--- src/rtl/writeback_commit_pkg.sv ---
// Shared types for the writeback/commit stage: queue entry layout and pointer width.
package writeback_commit_pkg;

    localparam int unsigned WB_XLEN  = 64;
    localparam int unsigned WB_DEPTH = 4;
    localparam int unsigned WB_PTR_W = $clog2(WB_DEPTH);

    typedef logic [WB_PTR_W-1:0] wb_ptr_t;

    typedef struct packed {
        logic [WB_XLEN-1:0] pc;
        logic [31:0]        instr;
        logic               wen;
        logic [4:0]         dst;
        logic [WB_XLEN-1:0] data;
        logic               excep;
    } wb_entry_t;

endpackage

--- src/rtl/writeback_commit_fwd_lookup.sv ---
// Youngest-match register forwarding search; candidates are ordered oldest (index 0) to youngest.
module wb_fwd_lookup #(
    parameter int unsigned NCAND = 6,
    parameter int unsigned XLEN  = 64
) (
    input  logic [4:0]            addr,
    input  logic [NCAND-1:0]      candValid,
    input  logic [NCAND*5-1:0]    candDst,
    input  logic [NCAND*XLEN-1:0] candData,
    output logic                  hit,
    output logic [XLEN-1:0]       data
);

    always_comb begin
        hit  = 1'b0;
        data = '0;
        // Later (younger) matches overwrite earlier ones.
        for (int unsigned i = 0; i < NCAND; i++) begin
            if (addr != 5'd0 && candValid[i] && candDst[i*5 +: 5] == addr) begin
                hit  = 1'b1;
                data = candData[i*XLEN +: XLEN];
            end
        end
    end

endmodule

--- src/rtl/writeback_commit.sv ---
// Buffered writeback/commit stage: in-order queue, NPORTS registered retire lanes, flush/exception squash.
// Optional forwarding lookup enabled by defining WB_FWD_EN.
module writeback_commit
    import writeback_commit_pkg::*;
#(
    parameter int unsigned DEPTH  = WB_DEPTH,
    parameter int unsigned NPORTS = 2,
    parameter int unsigned XLEN   = WB_XLEN
) (
    input  logic                   clk,
    input  logic                   reset,
    input  logic                   in_valid,
    output logic                   in_ready,
    input  logic [XLEN-1:0]        in_pc,
    input  logic [31:0]            in_instr,
    input  logic                   in_wen,
    input  logic [4:0]             in_dst,
    input  logic [XLEN-1:0]        in_data,
    input  logic                   in_excep,
    input  logic                   stall,
    input  logic                   flush,
    output logic [NPORTS-1:0]      rf_wen,
    output logic [NPORTS*5-1:0]    rf_waddr,
    output logic [NPORTS*XLEN-1:0] rf_wdata,
    output logic [NPORTS-1:0]      cm_valid,
    output logic [NPORTS*XLEN-1:0] cm_pc,
    output logic [NPORTS*32-1:0]   cm_instr,
    output logic                   excep_out,
    output logic [XLEN-1:0]        excep_pc,
    output logic [63:0]            instret,
    input  logic [4:0]             fwd_addr,
    output logic                   fwd_hit,
    output logic [XLEN-1:0]        fwd_data
);

    localparam int unsigned PtrW = $clog2(DEPTH);
    localparam int unsigned CntW = PtrW + 1;
    typedef logic [PtrW-1:0] ptr_t;
    typedef logic [CntW-1:0] cnt_t;

    wb_entry_t         mem [DEPTH];
    ptr_t              head, tail;
    cnt_t              count;
    wb_entry_t         laneQ [NPORTS];
    logic [NPORTS-1:0] laneValidQ;
    logic              excepQ;
    logic [XLEN-1:0]   excepPcQ;
    logic [63:0]       instretQ;

    wb_entry_t         inEntry;
    wb_entry_t         laneD [NPORTS];
    logic [NPORTS-1:0] laneValidD;
    logic              doRetire, excepHit, push, stopped;
    cnt_t              numRet;
    logic [XLEN-1:0]   excepPcD;

    assign in_ready = reset && (count != cnt_t'(DEPTH));
    assign doRetire = !stall && !flush;
    assign push     = in_valid && in_ready && !flush && !excepHit;

    always_comb begin
        inEntry       = '0;
        inEntry.pc    = WB_XLEN'(in_pc);
        inEntry.instr = in_instr;
        inEntry.wen   = in_wen;
        inEntry.dst   = in_dst;
        inEntry.data  = WB_XLEN'(in_data);
        inEntry.excep = in_excep;
    end

    // Select up to NPORTS oldest entries; stop after the first excepting one.
    always_comb begin
        stopped    = 1'b0;
        excepHit   = 1'b0;
        excepPcD   = '0;
        numRet     = '0;
        laneValidD = '0;
        for (int unsigned i = 0; i < NPORTS; i++) begin
            laneD[i] = '0;
            if (doRetire && !stopped && cnt_t'(i) < count) begin
                laneD[i]      = mem[head + ptr_t'(i)];
                laneValidD[i] = 1'b1;
                numRet        = numRet + cnt_t'(1);
                if (laneD[i].excep) begin
                    stopped  = 1'b1;
                    excepHit = 1'b1;
                    excepPcD = XLEN'(laneD[i].pc);
                end
            end
        end
    end

    always_ff @(posedge clk) begin
        if (push) mem[tail] <= inEntry;
    end

    always_ff @(posedge clk or negedge reset) begin
        if (!reset) begin
            head       <= '0;
            tail       <= '0;
            count      <= '0;
            laneValidQ <= '0;
            for (int unsigned i = 0; i < NPORTS; i++) laneQ[i] <= '0;
            excepQ     <= 1'b0;
            excepPcQ   <= '0;
            instretQ   <= '0;
        end else begin
            laneValidQ <= laneValidD;
            laneQ      <= laneD;
            excepQ     <= excepHit;
            excepPcQ   <= excepPcD;
            instretQ   <= instretQ + 64'(numRet);
            if (flush || excepHit) begin
                head  <= '0;
                tail  <= '0;
                count <= '0;
            end else begin
                head  <= head + ptr_t'(numRet);
                tail  <= tail + ptr_t'(push);
                count <= count + cnt_t'(push) - numRet;
            end
        end
    end

    always_comb begin
        rf_wen   = '0;
        rf_waddr = '0;
        rf_wdata = '0;
        cm_pc    = '0;
        cm_instr = '0;
        for (int unsigned i = 0; i < NPORTS; i++) begin
            rf_wen[i]             = laneValidQ[i] && laneQ[i].wen && laneQ[i].dst != 5'd0 && !laneQ[i].excep;
            rf_waddr[i*5 +: 5]    = laneQ[i].dst;
            rf_wdata[i*XLEN +: XLEN] = XLEN'(laneQ[i].data);
            cm_pc[i*XLEN +: XLEN] = XLEN'(laneQ[i].pc);
            cm_instr[i*32 +: 32]  = laneQ[i].instr;
        end
    end

    assign cm_valid  = laneValidQ;
    assign excep_out = excepQ;
    assign excep_pc  = excepPcQ;
    assign instret   = instretQ;

`ifdef WB_FWD_EN
    localparam int unsigned NCand = NPORTS + DEPTH;
    logic [NCand-1:0]      candValid;
    logic [NCand*5-1:0]    candDst;
    logic [NCand*XLEN-1:0] candData;
    wb_entry_t             qEnt;

    // Lanes first (older), then queue entries from head (older to younger).
    always_comb begin
        candValid = '0;
        candDst   = '0;
        candData  = '0;
        qEnt      = '0;
        for (int unsigned i = 0; i < NPORTS; i++) begin
            candValid[i]             = laneValidQ[i] && laneQ[i].wen;
            candDst[i*5 +: 5]        = laneQ[i].dst;
            candData[i*XLEN +: XLEN] = XLEN'(laneQ[i].data);
        end
        for (int unsigned j = 0; j < DEPTH; j++) begin
            qEnt = mem[head + ptr_t'(j)];
            candValid[NPORTS+j]             = (cnt_t'(j) < count) && qEnt.wen;
            candDst[(NPORTS+j)*5 +: 5]      = qEnt.dst;
            candData[(NPORTS+j)*XLEN +: XLEN] = XLEN'(qEnt.data);
        end
    end

    wb_fwd_lookup #(
        .NCAND(NCand),
        .XLEN (XLEN)
    ) uFwdLookup (
        .addr     (fwd_addr),
        .candValid(candValid),
        .candDst  (candDst),
        .candData (candData),
        .hit      (fwd_hit),
        .data     (fwd_data)
    );
`else
    logic unusedFwd;
    assign unusedFwd = ^fwd_addr;
    assign fwd_hit   = 1'b0;
    assign fwd_data  = '0;
`endif

endmodule

--- config.mk ---
export PLATFORM = sky130hd
export DESIGN_NAME = writeback_commit
export DESIGN_NICKNAME = d
export VERILOG_FILES = /design/src/rtl/writeback_commit_pkg.sv /design/src/rtl/writeback_commit_fwd_lookup.sv /design/src/rtl/writeback_commit.sv
export SDC_FILE = /design/constraint.sdc
export NUM_CORES = 1
export LEC_CHECK = 0
export BUFFER_PORTS_ARGS = -buffer_cell sky130_fd_sc_hd__clkbuf_2
export CAP_MARGIN = 0
export CORE_ASPECT_RATIO = 0.8
export CORE_MARGIN = 5
export CORE_UTILIZATION = 59
export CTS_CLUSTER_DIAMETER = 80
export CTS_CLUSTER_SIZE = 28
export DETAILED_ROUTE_END_ITERATION = 12
export PLACE_DENSITY = 0.82
export SYNTH_ARGS = -nofsm -noshare
export SYNTH_HDL_FRONTEND = slang
export SYNTH_SLANG_ARGS = --single-unit
--- constraint.sdc ---
create_clock -name clk -period 25 [get_ports clk]
set_input_delay 1.25 -clock clk [delete_from_list [all_inputs] [get_ports clk]]
set_output_delay 1.25 -clock clk [all_outputs]
set_load 0.02 [all_outputs]
==> summary.json, run 1 <==
{
  "tightest_hold_check_type": {"value": "reg2reg"},
  "synth_cell_type_count": {"value": 46},
  "dr_total_vias": {"value": 23700},
  "p_int": {"value": 2790, "unit": "uW"},
  "ordered_cell_list_for_the_critical_path": {"value": "mux4_2 > and3b_4 > nor3_4 > nand3_2 > nor3b_4 > buf_4 > buf_4"},
  "share_of_post_route_cells_with_drive_strength_above_1": {"value": 36.8, "unit": "%"},
  "htree_num_levels": {"value": 2},
  "placement.io_buffers": {"value": 635},
  "fin_nets": {"value": 3103},
  "ys_dominant_reg_cell": {"value": "edfxtp_1"},
  "starting_utilization_of_the_core_area": {"value": 59.2, "unit": "%"},
  "comb_power_share": {"value": 18.8, "unit": "%"},
  "floorplan.die_area": {"value": 0.0862, "unit": "mm2"},
  "yosys_warn_count": {"value": 0},
  "power-per-cell-area": {"value": 75.4, "unit": "mW/mm2"},
  "numCtsBuffers": {"value": 47},
  "postLayoutSetupSlackWorst": {"value": 19480, "unit": "ps"},
  "drt-initial-drc-count": {"value": 1941},
  "dp_worst_setup_slack": {"value": 19450, "unit": "ps"},
  "drc_violations_left": {"value": 0},
  "critical-path-max-stage-delay": {"value": 930, "unit": "ps"},
  "fp.dieH": {"value": 264, "unit": "um"},
  "synth_async_sr_flop_share": {"value": 41.4, "unit": "%"},
  "leakagePower": {"value": 0.0200, "unit": "uW"},
  "via_count_of_the_first_global_routing_pass": {"value": 24800},
  "post-route-min-period": {"value": 5520, "unit": "ps"},
  "cts-root-to-sink-buffers": {"value": 3},
  "clock_latency_of_the_later_clocked_register_in_the_worst_skew_pair": {"value": 640, "unit": "ps"},
  "synth-seq-area-share": {"value": 67.2, "unit": "%"},
  "critical_path_arrival": {"value": 5770, "unit": "ps"},
  "fin_worst_skew": {"value": 30.9, "unit": "ps"},
  "final.fill_count": {"value": 5445},
  "areaGrowthSynthToFinish": {"value": 6.06, "unit": "%"},
  "cts.clk_slew.worst_paths": {"value": 110, "unit": "ps"},
  "drv_cap": {"value": 0},
  "first_pass_grt_wire_length": {"value": 154000, "unit": "um"},
  "achievable-frequency": {"value": 181, "unit": "MHz"},
  "post_drt_wl_per_cell": {"value": 25.1, "unit": "um"},
  "path_buf_inv": {"value": 2},
  "cts.root.buffer_cell": {"value": "clkbuf_16"},
  "ir_worst_vdd": {"value": 72.6, "unit": "uV"},
  "viasPerCell": {"value": 5.91},
  "power.switching": {"value": 1000, "unit": "uW"},
  "cts_hold_buffers": {"value": 0},
  "postCtsSetupRepairBufs": {"value": 0},
  "num_rows": {"value": 93},
  "unrepaired_setup_endpoints_after_global_routing": {"value": "no"},
  "routabilityCongestion": {"value": 0.829},
  "timing.final.hold_violations": {"value": 0},
  "largest_net_degree_at_the_start_of_global_routing": {"value": 101},
  "max_slew.worst_pin.slew": {"value": 1240, "unit": "ps"},
  "worst_slew_margin_rel": {"value": 17.2, "unit": "%"},
  "setup_total_negative_slack": {"value": 0, "unit": "ps"},
  "critPathTopFamily": {"value": "simple AND/OR/NAND/NOR gates"},
  "cts.sinks": {"value": 1140},
  "grt_antenna_before_repair": {"value": 12},
  "post_cts_sizing": {"value": 0},
  "switching_share": {"value": 26.5, "unit": "%"},
  "syn-cell-area": {"value": 0.0474, "unit": "mm2"},
  "sequentialPowerShare": {"value": 56.6, "unit": "%"},
  "whs": {"value": 484, "unit": "ps"},
  "synth_top_cells_by_count": {"value": "edfxtp_1, dfrtp_1, buf_4"},
  "synth_area_per_cell": {"value": 17.9, "unit": "um2"},
  "top_level_ports": {"value": 706},
  "required": {"value": 25250, "unit": "ps"},
  "critical_path.max_fanout": {"value": 68},
  "worstSetupPathType": {"value": "reg2reg"},
  "ant_nets": {"value": 0},
  "end_kind": {"value": "flip-flop"},
  "synth-seq-cells": {"value": 1140},
  "netlist_instances": {"value": 2656},
  "drt_wl_total": {"value": 100000, "unit": "um"},
  "floorplan.die.width": {"value": 327, "unit": "um"},
  "synth_top_area_share": {"value": 42.3, "unit": "%"},
  "synth_top_cells_by_area": {"value": "edfxtp_1, dfrtp_1, mux4_2"},
  "timing.critical_path.mode_cell": {"value": "buf_4"},
  "post_route_utilization": {"value": 62.8, "unit": "%"},
  "drtPass1Iterations": {"value": 5},
  "place.detailed.hpwl": {"value": 65200, "unit": "um"},
  "power.clock.fraction": {"value": 24.6, "unit": "%"},
  "core-area": {"value": 0.0801, "unit": "mm2"},
  "most_numerous_cell_in_the_yosys_netlist": {"value": "edfxtp_1"},
  "status": {"value": "finished, final reports clean"},
  "part_of_the_cycle_the_worst_path_needs": {"value": 22.1, "unit": "%"},
  "cpMaxStageDelayCell": {"value": "dfrtp_4"},
  "cts_tree": {"value": "yes"},
  "grt_overflow_total": {"value": 0},
  "setup_violations": {"value": 0},
  "report.final.slew_viol_count": {"value": 0},
  "power": {"value": 3790, "unit": "uW"},
  "synth-edff-count": {"value": 668},
  "post-synth-top-area-cell": {"value": "edfxtp_1"},
  "cp-start-kind": {"value": "flip-flop"},
  "globalRouteTotalUtil": {"value": 23.2, "unit": "%"}
}
[metrics by stage]
| step | instances | area (um2) |
|---|---|---|
| final | 4005 | 50300 |
| after global routing | 4005 | 50300 |
| after CTS | 4000 | 50300 |
| after detailed placement | 3912 | 48900 |
| after global placement | 3912 | 48900 |
| after floorplan | 2720 | 47700 |
[metal layers]
metal	vias up	global-route usage (%)	routed length, um
met3	156	5.47	7720
met1	12700	29.6	36600
met5	-	0	82
met4	12	6.54	2920
li1	9944	-	-
met2	894	40.3	53200
[area by class of cell]
type	count	area, um2	share of cell area (%)
flip-flops and latches	1140	31900	63.4
clock buffers	82	1340	2.66
inverters	16	60.1	0.119
repair buffers	669	3440	6.85
well taps	1045	1310	2.60
diodes	5	12.5	0.0249
multi-input cells	1042	12200	24.2
clock inverters	6	91.3	0.182
[worst paths after layout]
check	start	to	slack, ps	depth (start not counted)
max in group asynchronous	reset	rf_wdata[63]	21400	4
min in group asynchronous	reset	excep_pc[11]	530	1
hold / removal	instret[63]	instret[63]	480	1
hold reg to reg	instret[63]	instret[63]	480	1
setup / recovery	head[0]	mem[2][69]	19480	7
setup reg to reg	head[0]	mem[2][69]	19480	7
[state kept, by name (all words and copies together) (netlist names)]
name / flops
tail: 2
rf_wdata: 128
count: 3
excep_pc: 64
excep_out: 1
cm_pc: 128
instret: 64
head: 2
laneQ: 4
cm_valid: 2
mem: 668
cm_instr: 64
rf_waddr: 10
[power groups by stage]
stage	registers (uW)	clock network, uW	logic [uW]
floorplan	2180	0	581
global placement	2180	0	699
detailed placement	2190	0	718
CTS	2150	954	722
global route	2160	1030	766
finish	2150	934	712
[worst register-to-register path: cells and delay by family (launching register included)]
family / cells / cell delay, ps
muxes: 1 / 650
and+or+nand+nor: 4 / 1990
buffers and inverters: 2 / 1450
DFF: 1 / 930
[kinds of logic (layout without fill, tap and decap cells)]
group	count (synthesis)	after routing	share of synthesized area, %
fa+ha+maj	10	10	0.295
xor+xnor	67	67	1.24
compound gates	66	66	1.21
simple gates	500	500	6.46
flops	1140	1140	67.2
mux	334	334	15.9
buf+inv	538	773	7.73
other cells	1	70	0.00791
[layout by cell type, fill, tap and decap left out, types with 9 or more instances in the layout]
cell       instances
a22o_1            64
and2_1           170
buf_4             34
clkbuf_1          33
clkbuf_16         48
clkbuf_2         634
conb_1            65
dfrtp_1          470
edfxtp_1         668
inv_1             16
mux4_2           334
nand2_1           22
nand3_1           24
nand4_1           22
nor2_1            34
nor2b_1          158
nor2b_2            9
nor3_1            17
nor4_1             9
xnor2_1           25
xor2_1            42
No activity file was read; power rests on OpenSTA's default activity.
==> inputs of run 2 (changes only) <==
--- a/config.mk
+++ b/config.mk
@@ -9,11 +9,11 @@
 export CAP_MARGIN = 0
 export CORE_ASPECT_RATIO = 0.8
 export CORE_MARGIN = 5
-export CORE_UTILIZATION = 59
+export CORE_UTILIZATION = 57
 export CTS_CLUSTER_DIAMETER = 80
 export CTS_CLUSTER_SIZE = 28
 export DETAILED_ROUTE_END_ITERATION = 12
-export PLACE_DENSITY = 0.82
+export PLACE_DENSITY = 0.8
 export SYNTH_ARGS = -nofsm -noshare
 export SYNTH_HDL_FRONTEND = slang
 export SYNTH_SLANG_ARGS = --single-unit
==> constraint.sdc (replaced) <==
create_clock -name clk -period 5.3 [get_ports clk]
set_input_delay 0.265 -clock clk [delete_from_list [all_inputs] [get_ports clk]]
set_output_delay 0.265 -clock clk [all_outputs]
set_load 0.02 [all_outputs]
==> run 2 against run 1 <==
Clock power rose to 4.7 times the previous value. Critical path type unchanged. Setup slack lost 19000 ps. Largest cell class unchanged. Die area up 3.4%. Largest power group unchanged.
==> summary.json, run 2 (synthesis results as in run 1) <==
{
  "status": {"value": "finished, final reports clean"},
  "leakagePower": {"value": 0.0207, "unit": "uW"},
  "report.final.slew_viol_count": {"value": 0},
  "final_common_cell": {"value": "edfxtp_1"},
  "timing.final.hold_violations": {"value": 0},
  "cts.sinks": {"value": 1140},
  "place.detailed.hpwl": {"value": 65200, "unit": "um"},
  "critical-path-max-stage-delay": {"value": 660, "unit": "ps"},
  "postLayoutSetupSlackWorst": {"value": 628, "unit": "ps"},
  "drt_wl_total": {"value": 103000, "unit": "um"},
  "setup_violations": {"value": 0},
  "cts_tree": {"value": "yes"},
  "routabilityCongestion": {"value": 0.835},
  "clock_latency_of_the_later_clocked_register_in_the_worst_skew_pair": {"value": 630, "unit": "ps"},
  "dr_total_vias": {"value": 24200},
  "critical_path.max_fanout": {"value": 21},
  "holdCritStartpoint": {"value": "flush"},
  "top_register": {"value": "mem"},
  "power.clock.fraction": {"value": 24.3, "unit": "%"},
  "power.switching": {"value": 4730, "unit": "uW"},
  "grt_antenna_before_repair": {"value": 9},
  "reg2reg_from": {"value": "head[0]"},
  "share_of_post_route_cells_with_drive_strength_above_1": {"value": 35.0, "unit": "%"},
  "fp.dieH": {"value": 268, "unit": "um"},
  "drtPass1Iterations": {"value": 5},
  "largest_net_degree_at_the_start_of_global_routing": {"value": 167},
  "whs_path_depth": {"value": 3},
  "drt-initial-drc-count": {"value": 1954},
  "post_drt_wl_per_cell": {"value": 24.3, "unit": "um"},
  "globalRouteTotalUtil": {"value": 22.9, "unit": "%"},
  "floorplan.die_area": {"value": 0.0891, "unit": "mm2"},
  "ant_nets": {"value": 0},
  "post_route_utilization": {"value": 63.4, "unit": "%"},
  "path_buf_inv": {"value": 2},
  "fin_worst_skew": {"value": 20.8, "unit": "ps"},
  "cpMaxStageDelayCell": {"value": "dfrtp_4"},
  "power": {"value": 18000, "unit": "uW"},
  "core-area": {"value": 0.0823, "unit": "mm2"},
  "top_level_ports": {"value": 706},
  "first_pass_grt_wire_length": {"value": 158000, "unit": "um"},
  "tightest_hold_check_type": {"value": "in2reg"},
  "use_met3": {"value": 5.29, "unit": "%"},
  "whs": {"value": 83.1, "unit": "ps"},
  "numCtsBuffers": {"value": 47},
  "drc_violations_left": {"value": 0},
  "fin_nets": {"value": 3275},
  "required": {"value": 5850, "unit": "ps"},
  "switching_share": {"value": 26.4, "unit": "%"},
  "unrepaired_setup_endpoints_after_global_routing": {"value": "no"},
  "floorplan.die.width": {"value": 333, "unit": "um"},
  "placement.cell_area": {"value": 0.0491, "unit": "mm2"},
  "end_kind": {"value": "flip-flop"},
  "ir_worst_vdd": {"value": 317, "unit": "uV"},
  "ordered_cell_list_for_the_critical_path": {"value": "mux4_2 > or4_4 > inv_1 > ha_1 > ha_1 > inv_1 > fa_1 > nand4b_1 > nor3_4 > nand4_2 > nor4_1 > xnor2_1"},
  "num_rows": {"value": 94},
  "cts.root.buffer_cell": {"value": "clkbuf_16"},
  "drv_cap": {"value": 0},
  "cts.clk_slew.worst_paths": {"value": 100, "unit": "ps"},
  "hold_path_end": {"value": "count[0]"},
  "critical_path_arrival": {"value": 5220, "unit": "ps"},
  "comb_power_share": {"value": 19.5, "unit": "%"},
  "worst_slew_margin_rel": {"value": 24.9, "unit": "%"},
  "setup.reg_to_reg.worst_slack": {"value": 630, "unit": "ps"},
  "dp_worst_setup_slack": {"value": 626, "unit": "ps"},
  "number_of_flip_flops_in_the_largest_register": {"value": 668},
  "gr-usage-met1": {"value": 29.0, "unit": "%"},
  "post-route-cell-area": {"value": 0.0522, "unit": "mm2"},
  "max_slew.worst_pin.slew": {"value": 1130, "unit": "ps"},
  "htree_num_levels": {"value": 2},
  "power-per-cell-area": {"value": 344, "unit": "mW/mm2"},
  "worstSetupPathType": {"value": "reg2reg"},
  "globalRoute.busiestLayer": {"value": "met2"},
  "postCtsSetupRepairBufs": {"value": 0},
  "r2r-end": {"value": "instret[58]"},
  "critPathTopFamily": {"value": "simple AND/OR/NAND/NOR gates"},
  "worst_r2r_path_depth": {"value": 12},
  "grt_overflow_total": {"value": 0},
  "starting_utilization_of_the_core_area": {"value": 57.6, "unit": "%"},
  "post-route-min-period": {"value": 4670, "unit": "ps"},
  "cts-root-to-sink-buffers": {"value": 3},
  "placement.io_buffers": {"value": 635},
  "achievable-frequency": {"value": 214, "unit": "MHz"},
  "global_route.usage.met2": {"value": 40.2, "unit": "%"},
  "via_count_of_the_first_global_routing_pass": {"value": 25900},
  "viasPerCell": {"value": 5.72},
  "cp-start-kind": {"value": "flip-flop"},
  "part_of_the_cycle_the_worst_path_needs": {"value": 88.2, "unit": "%"},
  "final.fill_count": {"value": 5526},
  "areaGrowthSynthToFinish": {"value": 10.1, "unit": "%"},
  "sequentialPowerShare": {"value": 56.2, "unit": "%"},
  "mostFrequentLayoutCells": {"value": "edfxtp_1, clkbuf_2, dfrtp_1"},
  "p_int": {"value": 13200, "unit": "uW"}
}
run 2: cell types whose count changed in the layout (fill, tap and decap cells not counted), moves of 2 or more:
cell	previous run	this run
dlygate4sd3_1	0	169
buf_12	0	11
buf_4	34	26
clkbuf_1	33	29
diode_2	5	9
inv_4	0	2
run 2: final cells by class:
class                   count  area, um2  share of cell area, %
repair buffers            841       5300                   10.1
diodes                      9       22.5                 0.0431
clock inverters             9       97.6                  0.187
multi-input cells        1042      12200                   23.3
inverters                  16       60.1                  0.115
clock buffers              77       1310                   2.51
flip-flops and latches   1140      31900                   61.0
well taps                1104       1380                   2.64
run 2: per-layer routing:
layer,share of wire (%),up-vias,wire length [um]
met5,0.026,-,27
met2,53,926,54300
met3,7.5,186,7740
met4,3.0,4,3110
li1,-,10300,-
met1,37,12800,37700
run 2: power by group through the flow:
| stage | clock network [uW] | registers [uW] | logic [uW] |
|---|---|---|---|
| floorplan | 0 | 10300 | 2740 |
| global placement | 0 | 10300 | 3330 |
| detailed placement | 0 | 10300 | 3420 |
| CTS | 4470 | 10100 | 3550 |
| global route | 4830 | 10100 | 3790 |
| finish | 4350 | 10100 | 3510 |
run 2: worst min-delay path, cell delays in order:
cell and delay, ps:
clkbuf_2 180, nor3_4 90, and2_1 150
run 2: per-stage QoR:
stage | instances | setup TNS, ps
6_report | 4238 | 0
5_1_grt | 4232 | 0
4_1_cts | 4229 | 0
3_5_place_dp | 3974 | 0
3_3_place_gp | 3974 | 0
2_1_floorplan | 2720 | -515280
run 2: repair_timing:
action / CTS / global route
gates resized for setup: 0 / 0
hold buffers: 169 / 0
hold endpoints to repair: 716 / 0
run 2: worst max-delay path by stage:
stage,from,endpoint,slack [ps],depth (start not counted)
floorplan,head[0],mem[2][0],-1090,7
global placement,head[0],instret[58],720,12
detailed placement,head[0],instret[58],630,12
CTS,head[0],instret[58],590,12
global route,head[0],instret[58],280,12
finish,head[0],instret[58],630,12
==> inputs of run 3 (changes only) <==
--- a/config.mk
+++ b/config.mk
@@ -8,7 +8,7 @@
 export BUFFER_PORTS_ARGS = -buffer_cell sky130_fd_sc_hd__clkbuf_2
 export CAP_MARGIN = 0
 export CORE_ASPECT_RATIO = 0.8
-export CORE_MARGIN = 5
+export CORE_MARGIN = 2
 export CORE_UTILIZATION = 57
 export CTS_CLUSTER_DIAMETER = 80
 export CTS_CLUSTER_SIZE = 28
==> run 3 against run 2 <==
Sequential power barely moved. Flip-flop and latch count did not move. Die area fell by 4.0%. Total power rose by 0.55%. Critical endpoint unchanged.
==> summary.json, run 3 (synthesis results as in run 1) <==
{
  "status": {"value": "finished, final reports clean"},
  "fin_worst_skew": {"value": 26.8, "unit": "ps"},
  "leakagePower": {"value": 0.0207, "unit": "uW"},
  "drc_violations_left": {"value": 0},
  "critPathTopFamily": {"value": "simple AND/OR/NAND/NOR gates"},
  "switching_share": {"value": 26.5, "unit": "%"},
  "worst_slew_margin_rel": {"value": 28.1, "unit": "%"},
  "worst_r2r_path_depth": {"value": 13},
  "numCtsBuffers": {"value": 48},
  "power.clock.fraction": {"value": 24.6, "unit": "%"},
  "cp_num_cells": {"value": 13},
  "critical-path-max-stage-delay": {"value": 730, "unit": "ps"},
  "setup_violations": {"value": 0},
  "drt-initial-drc-count": {"value": 1764},
  "top_register": {"value": "mem"},
  "sequentialPowerShare": {"value": 55.7, "unit": "%"},
  "postLayoutSetupSlackWorst": {"value": 339, "unit": "ps"},
  "cts.clk_slew.worst_paths": {"value": 110, "unit": "ps"},
  "ordered_cell_list_for_the_critical_path": {"value": "mux4_2 > or4_4 > dlygate4sd3_1 > inv_1 > ha_1 > ha_1 > inv_1 > fa_1 > nand4b_1 > nor3_4 > nand4_4 > nor4_1 > xnor2_1"},
  "largest_net_degree_at_the_start_of_global_routing": {"value": 168},
  "first_pass_grt_wire_length": {"value": 152000, "unit": "um"},
  "drt_wl_total": {"value": 101000, "unit": "um"},
  "dp_worst_setup_slack": {"value": 723, "unit": "ps"},
  "fp.dieH": {"value": 262, "unit": "um"},
  "comb_power_share": {"value": 19.6, "unit": "%"},
  "part_of_the_cycle_the_worst_path_needs": {"value": 93.6, "unit": "%"},
  "share_of_post_route_cells_with_drive_strength_above_1": {"value": 34.9, "unit": "%"},
  "dr_total_vias": {"value": 24300},
  "end_kind": {"value": "flip-flop"},
  "viasPerCell": {"value": 5.73},
  "drtPass1Iterations": {"value": 5},
  "placement.io_buffers": {"value": 635},
  "path_buf_inv": {"value": 3},
  "report.final.slew_viol_count": {"value": 0},
  "number_of_flip_flops_in_the_largest_register": {"value": 668},
  "postCtsSetupRepairBufs": {"value": 0},
  "post-route-cell-area": {"value": 0.0523, "unit": "mm2"},
  "worstSetupPathType": {"value": "reg2reg"},
  "whs": {"value": 63.9, "unit": "ps"},
  "power-per-cell-area": {"value": 345, "unit": "mW/mm2"},
  "ir_worst_vdd": {"value": 299, "unit": "uV"},
  "core-area": {"value": 0.0823, "unit": "mm2"},
  "clock_latency_of_the_later_clocked_register_in_the_worst_skew_pair": {"value": 650, "unit": "ps"},
  "cts.root.buffer_cell": {"value": "clkbuf_16"},
  "cts_tree": {"value": "yes"},
  "post_drt_wl_per_cell": {"value": 23.8, "unit": "um"},
  "via_count_of_the_first_global_routing_pass": {"value": 25200},
  "unrepaired_setup_endpoints_after_global_routing": {"value": "no"},
  "tightest_hold_check_type": {"value": "in2reg"},
  "fin_nets": {"value": 3273},
  "critical_path_arrival": {"value": 5520, "unit": "ps"},
  "post-route-min-period": {"value": 4960, "unit": "ps"},
  "grt_overflow_total": {"value": 0},
  "grt_antenna_before_repair": {"value": 10},
  "htree_num_levels": {"value": 2},
  "dp_cells": {"value": 3970},
  "routabilityCongestion": {"value": 0.883},
  "ant_nets": {"value": 0},
  "achievable-frequency": {"value": 202, "unit": "MHz"},
  "timing.final.hold_violations": {"value": 0},
  "floorplan.die_area": {"value": 0.0855, "unit": "mm2"},
  "setup_total_negative_slack": {"value": 0, "unit": "ps"},
  "cpMaxStageDelayCell": {"value": "dfrtp_4"},
  "power.switching": {"value": 4790, "unit": "uW"},
  "required": {"value": 5860, "unit": "ps"},
  "cp-start-kind": {"value": "flip-flop"},
  "p_int": {"value": 13300, "unit": "uW"},
  "stdcell_count": {"value": 4232},
  "place.detailed.hpwl": {"value": 64700, "unit": "um"},
  "drv_cap": {"value": 0},
  "placement.cell_area": {"value": 0.0491, "unit": "mm2"},
  "num_rows": {"value": 94},
  "cts-root-to-sink-buffers": {"value": 3},
  "mostFrequentLayoutCells": {"value": "edfxtp_1, clkbuf_2, dfrtp_1"},
  "top_level_ports": {"value": 706},
  "max_slew.worst_pin.slew": {"value": 1080, "unit": "ps"},
  "critical_path.max_fanout": {"value": 28},
  "final_common_cell": {"value": "edfxtp_1"},
  "areaGrowthSynthToFinish": {"value": 10.2, "unit": "%"},
  "floorplan.die.width": {"value": 327, "unit": "um"},
  "whs_path_depth": {"value": 3},
  "globalRouteTotalUtil": {"value": 23.2, "unit": "%"},
  "starting_utilization_of_the_core_area": {"value": 57.6, "unit": "%"},
  "cts.sinks": {"value": 1140}
}
## run 3: cell count changes in the layout (fill, tap and decap cells not counted), sizes merged
cell         previous run  this run
buf                    38        34
bufinv                  1         0
clkbuf                711       716
clkinv                  3         4
clkinvlp                1         0
diode                   9         2
dlygate4sd3           169       170
## run 3: worst paths after layout
| kind | start | end | slack (ps) |
|---|---|---|---|
| worst max-delay path | head[1] | instret[58] | 340 |
| worst min-delay path | flush | count[0] | 60 |
| worst max register to register | head[1] | instret[58] | 340 |
| worst min register to register | instret[63] | instret[63] | 480 |
| max in group asynchronous | reset | rf_wdata[115] | 2800 |
| min in group asynchronous | reset | cm_pc[66] | 160 |
## run 3: timing repair
item / in CTS / in global routing
setup endpoints to repair: 0 / 12
hold buffers: 170 / 0
hold endpoints to repair: 729 / 0
resized for setup: 0 / 1
## run 3: worst min-delay path: stages
cell and delay, ps:
clkbuf_2 170, nor3_4 90, and2_1 150
## run 3: layout make-up
cell class,count,area [um2]
Multi-Input combinational cell,1042,12200
Clock buffer,82,1370
Clock inverter,8,93.8
Inverter,16,60.1
Sequential cell,1140,31900
Fill cell,5550,30100
Timing Repair Buffer,838,5300
Tap cell,1104,1380
Antenna cell,2,5.00
## run 3: stage by stage
stage	power, uW	util [%]
after floorplan	13000	-
after global placement	13600	59.6
after detailed placement	13700	59.6
after CTS	18200	63.5
after global routing	18800	63.5
final	18100	63.5
## run 3: power groups by stage
| stage | Sequential, uW | Combinational, uW | Clock (uW) |
|---|---|---|---|
| 2_1_floorplan | 10300 | 2740 | 0 |
| 3_3_place_gp | 10200 | 3370 | 0 |
| 3_5_place_dp | 10300 | 3460 | 0 |
| 4_1_cts | 10100 | 3590 | 4550 |
| 5_1_grt | 10100 | 3800 | 4860 |
| 6_report | 10100 | 3550 | 4450 |
## run 3: per-layer routing
metal	GRT usage (%)	wire [um]
met3	6.29	8180
met5	0	107
met2	40.2	52800
met1	28.8	36300
met4	7.42	3220
